`config.mk`:
```
export PLATFORM = sky130hd
export DESIGN_NAME = enoc_switch_allocator
export DESIGN_NICKNAME = d
export VERILOG_FILES = /design/src/rtl/enoc_switch_allocator.sv
export SDC_FILE = /design/constraint.sdc
export NUM_CORES = 1
export LEC_CHECK = 0
export CELL_PAD_IN_SITES_DETAIL_PLACEMENT = 0
export CELL_PAD_IN_SITES_GLOBAL_PLACEMENT = 2
export CORE_MARGIN = 2
export CORE_UTILIZATION = 38
export DETAILED_ROUTE_END_ITERATION = 16
export PLACE_DENSITY = 0.89
export REMOVE_ABC_BUFFERS = 1
export SLEW_MARGIN = 5
export SYNTH_ARGS = -nofsm -noshare
export SYNTH_HDL_FRONTEND = slang
export SYNTH_SLANG_ARGS = --single-unit
```
`constraint.sdc`:
```
create_clock -name clk -period 14.73 [get_ports clk]
set_input_delay 2.946 -clock clk [delete_from_list [all_inputs] [get_ports clk]]
set_output_delay 2.946 -clock clk [all_outputs]
set_load 0.05 [all_outputs]
```
`src/rtl/enoc_switch_allocator.sv`:
```
// enoc_switch_allocator: per-output round-robin switch allocator with
// wormhole locking. Grants are combinational from the current requests and
// the registered per-output state (ptr, lock, owner).
module enoc_switch_allocator #(
    parameter int M = 5
) (
    input  logic                clk,
    input  logic                reset_n,
    input  logic [0:M-1][0:M-1] i_output_req,
    input  logic [0:M-1]        i_tail,
    input  logic [0:M-1]        i_output_en,
    output logic [0:M-1][0:M-1] o_output_grant,
    output logic [0:M-1]        o_input_grant,
    output logic [0:M-1]        o_output_locked
);
    localparam int PW = (M > 1) ? $clog2(M) : 1;

    // req_t[j][i] = i_output_req[i][j]; gnt_t[i][j] = o_output_grant[j][i]
    logic [0:M-1][0:M-1] req_t;
    logic [0:M-1][0:M-1] gnt_t;

    for (genvar i = 0; i < M; i++) begin : g_in
        for (genvar j = 0; j < M; j++) begin : g_x
            assign req_t[j][i] = i_output_req[i][j];
            assign gnt_t[i][j] = o_output_grant[j][i];
        end
        // Requests are onehot0, so at most one output grants this input.
        assign o_input_grant[i] = |gnt_t[i];
    end

    for (genvar j = 0; j < M; j++) begin : g_out
        logic [PW-1:0] ptr_q;
        logic [PW-1:0] owner_q;
        logic          lock_q;
        logic [PW-1:0] cand;
        logic [PW-1:0] idx;
        logic [PW-1:0] win;
        logic [PW-1:0] ptr_next;
        logic          found;
        logic          hit;

        // Round-robin search from ptr; a locked output only serves its owner.
        always_comb begin
            found = 1'b0;
            cand  = ptr_q;
            idx   = ptr_q;
            for (int unsigned k = 0; k < M; k++) begin
                idx = PW'((32'(ptr_q) + k) % 32'(M));
                if (!found && req_t[j][idx]) begin
                    found = 1'b1;
                    cand  = idx;
                end
            end
            if (lock_q) begin
                win = owner_q;
                hit = req_t[j][owner_q] & i_output_en[j];
            end else begin
                win = cand;
                hit = found & i_output_en[j];
            end
        end

        assign ptr_next = (win == PW'(M - 1)) ? '0 : win + 1'b1;

        for (genvar i = 0; i < M; i++) begin : g_gnt
            assign o_output_grant[j][i] = reset_n & hit & (win == PW'(i));
        end
        assign o_output_locked[j] = reset_n & lock_q;

        // Head grants move the pointer and may lock; tail grants release.
        always_ff @(posedge clk or negedge reset_n) begin
            if (!reset_n) begin
                ptr_q   <= '0;
                owner_q <= '0;
                lock_q  <= 1'b0;
            end else if (hit) begin
                if (lock_q) begin
                    if (i_tail[win]) begin
                        lock_q <= 1'b0;
                    end
                end else begin
                    ptr_q <= ptr_next;
                    if (!i_tail[win]) begin
                        lock_q  <= 1'b1;
                        owner_q <= win;
                    end
                end
            end
        end
    end

endmodule
```
==> summary.txt <==
Run status
  • Status: finished, final reports clean

Critical path
  • Critical path class: in -> out
  • Critical path launch point type: input pin
  • Reg2Reg Launch Point: g_out[4].ptr_q[1]
  • Worst setup EP type: output pin
  • Crit path DAT: 8100 ps
  • Crit path launch: i_output_req[18]
  • Max FO, Critical Path: 11
  • Critical path data required time: 11780 ps

Detailed routing
  • Avg WL per Cell: 17.6 um
  • Vias: 11200
  • Initial DRC count: 755
  • # DRC: 0
  • Pre-antenna DRT Iters: 5
  • ANT nets after route: 0
  • Via/cell ratio: 5.96
  • Post-Route WL: 33000 um

Logic synthesis
  • Cell accounting for the most synthesized area: ha_1
  • Flops & latches, synth: 35
  • Synth Instances: 1474
  • Async SR Flop Fraction: 100%
  • Synth warnings: 0
  • Top-area cell type share of the netlist area: 13.1%
  • Seq/Total Area, Yosys: 8.02%
  • Cell variety after synth: 112
  • Most frequent cell after synthesis: ha_1
  • Post-synth top cells: ha_1, nand2_1, inv_1, nor2_1, a21oi_1
  • Post-synth EDFFs: 0
  • Post-synth top flop: dfrtp_1
  • Mean Syn Cell Area: 7.41 um2
  • Top cells by area, synth: ha_1, dfrtp_1, mux2i_1, a21oi_1, nand2_1
  • Synthesized cell area: 10900 um2

Clocking
  • Resized cells post-CTS: 0
  • Clock latency on the worst-skew pair: 280 ps
  • Sinks on Clock Net: 35
  • Root Buffer: clkbuf_16
  • H-tree depth: 2
  • Setup repair bufs after CTS: 0
  • CTS Buf Count: 5
  • CTS tree: yes
  • Hold_buf cts: 0
  • Clock Path Buffers: 2
  • Clock transition at path regs: 50 ps

STA
  • Final setup fails: 0
  • Setup TNS Final: 0 ps
  • Measured slew at the worst slew-check pin: 883 ps
  • Min Tclk post-route: 11050 ps
  • Clock skew: 8.14 ps
  • Relative slew slack: 40.6%
  • RSZ-0062 raised after global routing: no
  • Hold Violations, Final: 0
  • Fmax: 90.5 MHz
  • Hold Slack: 555 ps
  • Period utilization: 75.0%
  • Fin. max-slew vios: 0

Placement
  • Dpl hpwl: 25600 um
  • RD Place Congestion: 0.895
  • I/O Buffers: 71
  • Post-Place Cells: 1864

Final layout
  • Nets: 1638
  • Number of diodes: 0
  • Area delta synth->final: 9.94%
  • Finished Layout Cells: 1872
  • Layout cells sized above 1: 6.85%

Hold path
  • Hold_sp: g_out[4].owner_q[2]
  • Hold Path Class: reg -> reg

Floorplanning
  • Die ar.: 30100 um2
  • Vert. Die Dim: 174 um
  • Row cnt: 62
  • Initial Util: 38.4%
  • Core area: 28500 um2
  • Die X: 174 um
  • I/O pins: 72

GRT
  • Antenna violations before repair: 0
  • GRT Total Usage: 21.2%
  • Met3 Use GR: 1.56%
  • Met2 Use GR: 35.9%
  • Pin count of the biggest net entering global routing: 44
  • Vias in the first global route: 10300
  • GR peak layer: met2
  • GRT overflow: 0
  • First-pass GRT wire length: 53700 um
  • M1 GR Usage: 29.1%

Job
  • Max-cap viol count: 0
-- layout make-up --
class,count,area [um2]
fillers,2989,16500
multi-input cells,1256,9330
flip-flops and latches,35,876
repair buffers,77,751
well taps,384,480
inverters,112,420
clock buffers,8,156
-- cell families after synthesis --
logic type / count (synthesis) / synth area share (%)
compound gates: 484 / 31.9
xor+xnor: 36 / 3.26
fa+ha+maj: 114 / 13.1
buf+inv: 183 / 6.61
flops: 35 / 8.02
mux: 113 / 12.1
simple gates: 509 / 25.1
-- per-layer routing --
| layer | part of all wire [%] | routed length [um] | vias up |
|---|---|---|---|
| li1 | - | - | 5579 |
| met1 | 47 | 15600 | 5288 |
| met2 | 47 | 15500 | 261 |
| met3 | 3.3 | 1090 | 35 |
| met4 | 2.4 | 789 | 0 |
| met5 | 0 | 0 | - |
-- placed cells by master (no fill, tap or decap), drive strengths merged, types with 8 or more instances in the layout --
cell type        n
or3             17
a21o            23
mux2i           71
inv            107
nand3           41
clkbuf           8
and2            30
o22ai           11
a2bb2oi         10
and3            33
dfrtp           35
a211oi          24
nor4             8
nor3            46
nor3b           10
ha             114
nand3b           9
o21a            13
mux4            12
xnor2           30
a211o           15
o2111ai         12
clkdlybuf4s50   70
o21ai           83
a2111oi         12
a31oi           33
nor2b           23
a21oi           89
nand2          109
o31ai           21
nor2            89
o211ai          31
nand2b          50
mux2            30
-- sequential cells by signal, summed over array words and instances (netlist names) --
name and cells:
g_out.owner_q 15, g_out.ptr_q 15, g_out.lock_q 5
-- stage by stage --
stage	area, um2	worst slack [ps]	utilization (%)
after detailed placement	11900	3770	41.6
after CTS	12000	3760	42.2
after global placement	11900	3900	41.6
after floorplan	10600	4570	-
final	12000	3680	42.2
after global routing	12000	3030	42.2
-- worst max-delay path, cell delays in order --
cell,delay [ps]
clkdlybuf4s50_1,670
mux2i_1,200
mux4_2,470
or2_2,330
nand2_1,150
a211oi_1,110
nand3_1,180
a2111oi_0,90
nor4_1,490
mux2i_1,290
inv_1,150
ha_1,160
inv_1,50
nor4_1,770
nor4_1,120
nand2b_1,110
clkdlybuf4s50_1,800
-- path summary, 6_finish.rpt --
kind	to	slack [ps]	cells past startpoint
worst min register to register	g_out[4].owner_q[2]	550	2
worst max-delay path	o_input_grant[4]	3680	17
min in group asynchronous	g_out[3].owner_q[2]	2730	2
worst min-delay path	g_out[4].owner_q[2]	550	2
worst max register to register	g_out[4].owner_q[0]	7830	21
max in group asynchronous	g_out[1].owner_q[1]	11630	2
Power is left out: the tool's default activity adds up to more than one toggle a clock period on the data nets, which glitch-free logic cannot reach.
